<file path="src/rtl/pet_memmap_if.sv">
// CPU bus of the PET memory map: cycle strobe, address, write data/enable and
// the registered read data returned by the decoder.
`timescale 1ns/1ps
interface pet_memmap_if;
  logic        ce_1m;
  logic [15:0] addr;
  logic [7:0]  data_in;
  logic        we;
  logic [7:0]  data_out;

  modport master (output ce_1m, addr, data_in, we, input data_out);
  modport slave  (input ce_1m, addr, data_in, we, output data_out);
endinterface

</file>
<file path="src/rtl/pet_memmap.sv">
// PET memory map: address decode for RAM / VRAM / ROM / I/O, registered CPU
// read data, and a RAM port arbiter that lets DMA use cycles the CPU leaves free.
// Optional 8296-style bank register at $FFF0 is built when PET_BANKSW_EN is defined.
`timescale 1ns/1ps
module pet_memmap #(
  parameter int unsigned RAM_KB    = 32,
  parameter int unsigned VRAM_AW   = 11,
  parameter logic [7:0]  UNMAP_VAL = 8'h55
) (
  input  logic               clk,
  input  logic               reset,
  pet_memmap_if.slave        cpu,
  output logic [16:0]        ram_addr,
  output logic [7:0]         ram_din,
  output logic               ram_we,
  input  logic [7:0]         ram_q,
  output logic [VRAM_AW-1:0] vram_addr,
  output logic               vram_we,
  input  logic [7:0]         vram_q,
  output logic [13:0]        rom_addr,
  input  logic [7:0]         rom_q,
  output logic               io_we,
  input  logic [7:0]         io_q,
  input  logic               dma_req,
  input  logic [16:0]        dma_addr,
  input  logic [7:0]         dma_din,
  input  logic               dma_we,
  output logic               dma_ack,
  output logic [7:0]         dma_dout
);

  localparam int unsigned RAM_BYTES = RAM_KB * 1024;

  typedef enum logic [1:0] {ST_IDLE, ST_CPU, ST_DMA} arb_e;
  typedef enum logic [2:0] {SRC_NONE, SRC_RAM, SRC_VRAM, SRC_ROM, SRC_IO} src_e;

  arb_e        state_q, state_d;
  src_e        src_q, src_d, cpu_src;
  logic        rd_q, rd_d;
  logic [7:0]  data_out_q, data_out_d;
  logic        dma_grant;
  logic        cpu_wr;
  logic        in_ram, in_vram, in_io, in_rom;
  logic        keep_io, map_hi, hi_bank, hi_wp;
  logic [16:0] cpu_ram_addr;
  logic [7:0]  bank_cfg;
  logic        bank_wr;

  assign cpu_wr = cpu.ce_1m && cpu.we && !reset;

`ifdef PET_BANKSW_EN
  logic [7:0] bank_q, bank_d;

  // Bank control register, written by the CPU at $FFF0
  always_comb begin
    bank_wr  = cpu_wr && (cpu.addr == 16'hFFF0);
    bank_d   = bank_wr ? cpu.data_in : bank_q;
    bank_cfg = bank_q;
  end

  // Bank register state
  always_ff @(posedge clk or posedge reset) begin
    if (reset) bank_q <= '0;
    else       bank_q <= bank_d;
  end
`else
  // No bank register: upper 32 KB never remapped
  always_comb begin
    bank_wr  = 1'b0;
    bank_cfg = '0;
  end
`endif

  // Address decode of the current CPU cycle, including bank remapping
  always_comb begin
    in_ram  = ({16'h0000, cpu.addr} < RAM_BYTES);
    in_vram = (cpu.addr[15:12] == 4'h8);
    in_io   = (cpu.addr[15:11] == 5'b11101);
    in_rom  = ((cpu.addr >= 16'h9000) && (cpu.addr <= 16'hE7FF)) ||
              (cpu.addr[15:12] == 4'hF);
    keep_io = bank_cfg[6] && (in_vram || in_io);
    map_hi  = bank_cfg[7] && cpu.addr[15] && !keep_io;
    hi_bank = cpu.addr[14] ? bank_cfg[3] : bank_cfg[2];
    hi_wp   = map_hi && (cpu.addr[14] ? bank_cfg[1] : bank_cfg[0]);
    cpu_src = SRC_NONE;
    if (map_hi)       cpu_src = SRC_RAM;
    else if (in_ram)  cpu_src = SRC_RAM;
    else if (in_vram) cpu_src = SRC_VRAM;
    else if (in_io)   cpu_src = SRC_IO;
    else if (in_rom)  cpu_src = SRC_ROM;
    cpu_ram_addr = map_hi ? {1'b1, hi_bank, cpu.addr[14:0]}
                          : {2'b00, cpu.addr[14:0]};
  end

  // Arbiter next state: CPU cycles always win, DMA takes the next free cycle
  always_comb begin
    state_d   = ST_IDLE;
    dma_grant = 1'b0;
    if (cpu.ce_1m) begin
      state_d = ST_CPU;
    end else if (dma_req && (state_q != ST_DMA)) begin
      state_d   = ST_DMA;
      dma_grant = 1'b1;
    end
  end

  // RAM, VRAM and I/O port drive; strobes held low during reset
  always_comb begin
    ram_addr = cpu_ram_addr;
    ram_din  = cpu.data_in;
    ram_we   = cpu_wr && (cpu_src == SRC_RAM) && !hi_wp && !bank_wr;
    if (dma_grant) begin
      ram_addr = dma_addr;
      ram_din  = dma_din;
      ram_we   = dma_we && !reset;
    end
    vram_we = cpu_wr && (cpu_src == SRC_VRAM);
    io_we   = cpu_wr && (cpu_src == SRC_IO);
  end

  assign vram_addr    = cpu.addr[VRAM_AW-1:0];
  assign rom_addr     = cpu.addr[13:0];
  assign dma_ack      = (state_q == ST_DMA);
  assign dma_dout     = dma_ack ? ram_q : 8'h00;
  assign cpu.data_out = data_out_q;

  // Read pipeline: remember the source in the strobe cycle, load data a cycle later
  always_comb begin
    rd_d       = cpu.ce_1m && !cpu.we;
    src_d      = cpu_src;
    data_out_d = data_out_q;
    if (rd_q) begin
      case (src_q)
        SRC_RAM:  data_out_d = ram_q;
        SRC_VRAM: data_out_d = vram_q;
        SRC_ROM:  data_out_d = rom_q;
        SRC_IO:   data_out_d = io_q;
        default:  data_out_d = UNMAP_VAL;
      endcase
    end
  end

  // State registers
  always_ff @(posedge clk or posedge reset) begin
    if (reset) begin
      state_q    <= ST_IDLE;
      rd_q       <= 1'b0;
      src_q      <= SRC_NONE;
      data_out_q <= '0;
    end else begin
      state_q    <= state_d;
      rd_q       <= rd_d;
      src_q      <= src_d;
      data_out_q <= data_out_d;
    end
  end

endmodule

</file>
<file path="src/flat_wrapper.sv">
// flat-port wrapper written by rule: the top's interface ports become plain ports
module pet_memmap_flat 
#(
  parameter int unsigned RAM_KB    = 32,
  parameter int unsigned VRAM_AW   = 11,
  parameter logic [7:0]  UNMAP_VAL = 8'h55
)
  (clk, reset, ram_addr, ram_din, ram_we, ram_q, vram_addr, vram_we, vram_q, rom_addr, rom_q, io_we, io_q, dma_req, dma_addr, dma_din, dma_we, dma_ack, dma_dout, cpu_ce_1m, cpu_addr, cpu_data_in, cpu_we, cpu_data_out);
  pet_memmap_if cpu_i ();
  input  logic clk;
  input  logic reset;
  output logic [16:0] ram_addr;
  output logic [7:0] ram_din;
  output logic ram_we;
  input  logic [7:0] ram_q;
  output logic [VRAM_AW-1:0] vram_addr;
  output logic vram_we;
  input  logic [7:0] vram_q;
  output logic [13:0] rom_addr;
  input  logic [7:0] rom_q;
  output logic io_we;
  input  logic [7:0] io_q;
  input  logic dma_req;
  input  logic [16:0] dma_addr;
  input  logic [7:0] dma_din;
  input  logic dma_we;
  output logic dma_ack;
  output logic [7:0] dma_dout;
  input wire logic [$bits(cpu_i.ce_1m)-1:0] cpu_ce_1m;
  input wire logic [$bits(cpu_i.addr)-1:0] cpu_addr;
  input wire logic [$bits(cpu_i.data_in)-1:0] cpu_data_in;
  input wire logic [$bits(cpu_i.we)-1:0] cpu_we;
  output wire logic [$bits(cpu_i.data_out)-1:0] cpu_data_out;
  assign cpu_i.ce_1m = cpu_ce_1m;
  assign cpu_i.addr = cpu_addr;
  assign cpu_i.data_in = cpu_data_in;
  assign cpu_i.we = cpu_we;
  assign cpu_data_out = cpu_i.data_out;
  pet_memmap #(.RAM_KB(RAM_KB), .VRAM_AW(VRAM_AW), .UNMAP_VAL(UNMAP_VAL)) u_core (.clk(clk), .reset(reset), .cpu(cpu_i), .ram_addr(ram_addr), .ram_din(ram_din), .ram_we(ram_we), .ram_q(ram_q), .vram_addr(vram_addr), .vram_we(vram_we), .vram_q(vram_q), .rom_addr(rom_addr), .rom_q(rom_q), .io_we(io_we), .io_q(io_q), .dma_req(dma_req), .dma_addr(dma_addr), .dma_din(dma_din), .dma_we(dma_we), .dma_ack(dma_ack), .dma_dout(dma_dout));
endmodule
</file>
<file path="config.mk">
export PLATFORM = sky130hd
export DESIGN_NAME = pet_memmap_flat
export DESIGN_NICKNAME = d
export VERILOG_FILES = /design/src/rtl/pet_memmap_if.sv /design/src/rtl/pet_memmap.sv /design/src/flat_wrapper.sv
export SDC_FILE = /design/constraint.sdc
export NUM_CORES = 1
export LEC_CHECK = 0
export CORE_MARGIN = 4
export CORE_UTILIZATION = 31
export DETAILED_ROUTE_END_ITERATION = 10
export GPL_ROUTABILITY_DRIVEN = 1
export PLACE_DENSITY = 0.9
export SYNTH_ARGS = -nofsm -noshare
export SYNTH_HDL_FRONTEND = slang
export SYNTH_SLANG_ARGS = --single-unit
export TNS_END_PERCENT = 5
</file>
<file path="constraint.sdc">
create_clock -name clk -period 5.8 [get_ports clk]
set_input_delay 1.74 -clock clk [delete_from_list [all_inputs] [get_ports clk]]
set_output_delay 1.74 -clock clk [all_outputs]
set_load 0.005 [all_outputs]
</file>
==> impl_results.md <==
* Max Slew Vio Count at 0
* Core Area at 4410 um2
* Post-Route WL at 5320 um
* Clock Sinks at 14
* Final Cycle Share at 0.913
* CP required at 4.06 ns
* Layout fillers at 359
* Total track usage at 0.175
* Worst EP arrival at 3.56 ns
* Worst-path fanout max at 27
* Adder-cell share of the synthesized area at 0
* Worst relative slew slack at 0.652
* Setup violations, final at 0
* Dpl cells at 320
* Fin cells at 324
* Syn nets at 233
* Latest clock arrival within the worst-skew pair at 0.24 ns
* XOR/XNOR share of the synthesized area at 0
* Root Buffer: clkbuf_8
* DRT Pass-1 Iters at 4
* Post-DRT Antenna Nets at 0
* Status: finished, final reports clean
* Via count of the first global-routing pass at 1730
* Yosys top cell by area: dfrtp_1
* Leakage at 1.13 nW
* Most frequent cell after synthesis: buf_4
* Routed vias/inst at 4.80
* TritonCTS buffer count at 3
* Fin Clk Skew at 0.00326 ns
* Fin area at 2870 um2
* Switching power share of the total at 0.237
* Final nets at 360
* Placed inst area at 2820 um2
* Warnings, synthesis at 0
* Nature of the critical path startpoint: input pin
* Area contributors post-synth: dfrtp_1, mux2_4, buf_4, a22oi_1, mux2_2
* Syn-to-layout area delta at 99.2%
* Register share of total power at 0.290
* Crit. End Element: output port
* CTS HTree Levels at 1
* Initial core utilization at 0.327
* Commonest cells post-synth: buf_4, mux2_4, a22oi_1, dfrtp_1, and2_2
* IO Pins at 157
* Global-route wire length before repair at 8540 um
* Count of cell types in the netlist at 34
* Layout cell share with drive strength beyond 1 at 0.143
* DR WL/cell at 16.4 um
* Hold Buf Count CTS at 0
* Mux share of post-synthesis cell area at 0.228
* Pwr dens at 140 nW/um2
* Setup TNS at 0 ns
* GRT overflow at 0
* Yosys reg bits at 14
* Syn avg cell area at 9.87 um2
* Initial antenna violation count at 0
* Mapped Area at 1440 um2
* Main synth FF type: dfrtp_1
* Largest family of logic cells by synthesized area: multiplexers
* EDFF count, synth at 0
* Syn Inst Count at 146
* I/O Buffers at 156
* Critical Setup Path Class: input pin to output port
* Post-synth ARST share at 1.00
* Iteration-0 DRC Markers at 27
* Placer congestion estimate at 0.789
* Hold depth at 1
* Area fraction in and, or, nand and nor cells after synthesis at 0.158
* Die Wd at 76.2 um
* Max VDD drop at 72.0 uV
* Diode count at 0
* Worst min path class: flip-flop to flip-flop
* Minimum clock period at 5.30 ns
* R2r worst-path depth at 3
* Die Y at 76.2 um
* Psw at 0.0000951 W
* CTS tree: done
* Fmax at 0.189 GHz
* Combinational share of power at 0.482
* Post-CTS Resized at 0
* P_int at 0.000307 W
* DR vias at 1555
* Num rows at 24
* Sequential share of the synthesized area at 0.243
* Worst-path clk slew at 0.05 ns
* Maxcap violations at 0
* DRC errors left at 0
* Least-Margin Pin Slew at 0.521 ns
* Clk pwr share at 0.228
* Final hold viol count at 0
* Worst-case clock buffer depth at 2
* DIE AREA at 5800 um2
* Synth top area share at 0.243
* Pin count of the biggest net entering global routing at 28
* Post-CTS setup buffer count at 0
* R2R Setup Slk at 4.21 ns
* Post-synthesis compound-gate area fraction at 0.162
* RSZ-0062 raised after global routing: no
* DP HPWL at 4760 um
[critical path, stage by stage]
cell and delay [ns]:
clkdlybuf4s50_1 0.49, nor3b_4 0.27, buf_12 0.23, mux2_2 0.35, clkdlybuf4s50_1 0.46
[metal layers]
layer / vias up / GRT usage / wire length, um
met3: 6 / 0.0674 / 619
met1: 705 / 0.181 / 1950
met2: 100 / 0.328 / 2680
met4: 0 / 0.0402 / 73
met5: - / 0 / 0
li1: 744 / - / -
[through the flow]
| step | power, W | setup WS (ns) | hold WS [ns] | utilization |
|---|---|---|---|---|
| after global placement | 0.000310 | 0.550 | 0.483 | 0.638 |
| after detailed placement | 0.000314 | 0.501 | 0.489 | 0.638 |
| after global routing | 0.000425 | 0.452 | 0.526 | 0.651 |
| after CTS | 0.000408 | 0.499 | 0.502 | 0.651 |
| final | 0.000402 | 0.504 | 0.498 | 0.651 |
| after floorplan | 0.000190 | 1.54 | 0.495 | - |
[state kept, by name (all words and copies together), names as in the netlist]
| name | flops |
|---|---|
| u_core.cpu.data_out | 8 |
| u_core.src_q | 3 |
| u_core.state_q | 2 |
| u_core.rd_q | 1 |
[layout by cell type, fill, tap and decap left out, drive strengths merged]
cell type / n
nor4: 1
nand3b: 1
o22ai: 4
nand2b: 2
clkdlybuf4s50: 156
nor3: 1
nor2: 6
o22a: 3
nor2b: 5
inv: 6
mux2: 23
buf: 1
nand2: 1
a21oi: 2
o21a: 4
mux2i: 1
o21ai: 6
or3: 1
o211ai: 1
and3b: 1
nand3: 1
clkbuf: 4
and2: 10
nor3b: 3
dfrtp: 14
a22oi: 14
[power by group through the flow]
stage | registers (W) | clock network (W) | logic, W
3_3_place_gp | 0.000118 | 0 | 0.000192
6_report | 0.000117 | 0.0000914 | 0.000194
5_1_grt | 0.000119 | 0.0000990 | 0.000208
4_1_cts | 0.000117 | 0.0000946 | 0.000197
3_5_place_dp | 0.000119 | 0 | 0.000196
2_1_floorplan | 0.000116 | 0 | 0.0000743
[logic make-up (layout without fill, tap and decap cells)]
family,Yosys count,after routing
buffers and inverters,41,167
multiplexers,24,24
AND/OR/NAND/NOR,33,33
flip-flops,14,14
AO/OA/AOI/OAI,34,34
[area by class of cell]
type / count / area [um2] / area share
multi-input cells: 91 / 797 / 0.278
flip-flops and latches: 14 / 350 / 0.122
well taps: 52 / 65.1 / 0.0227
inverters: 6 / 22.5 / 0.00784
repair buffers: 157 / 1580 / 0.551
clock buffers: 4 / 55.1 / 0.0192
[final timing paths]
| path | start | end |
|---|---|---|
| worst max-delay path | cpu_ce_1m | ram_addr[3] |
| worst min-delay path | u_core.cpu.data_out[2]$_DFFE_PP0P_ | u_core.cpu.data_out[2]$_DFFE_PP0P_ |
| worst max register to register | u_core.src_q[2]$_DFF_PP0_ | u_core.cpu.data_out[6]$_DFFE_PP0P_ |
| worst min register to register | u_core.cpu.data_out[2]$_DFFE_PP0P_ | u_core.cpu.data_out[2]$_DFFE_PP0P_ |
| max in group asynchronous | reset | u_core.cpu.data_out[3]$_DFFE_PP0P_ |
| min in group asynchronous | reset | u_core.cpu.data_out[7]$_DFFE_PP0P_ |
(Power assumes the default switching activity.)
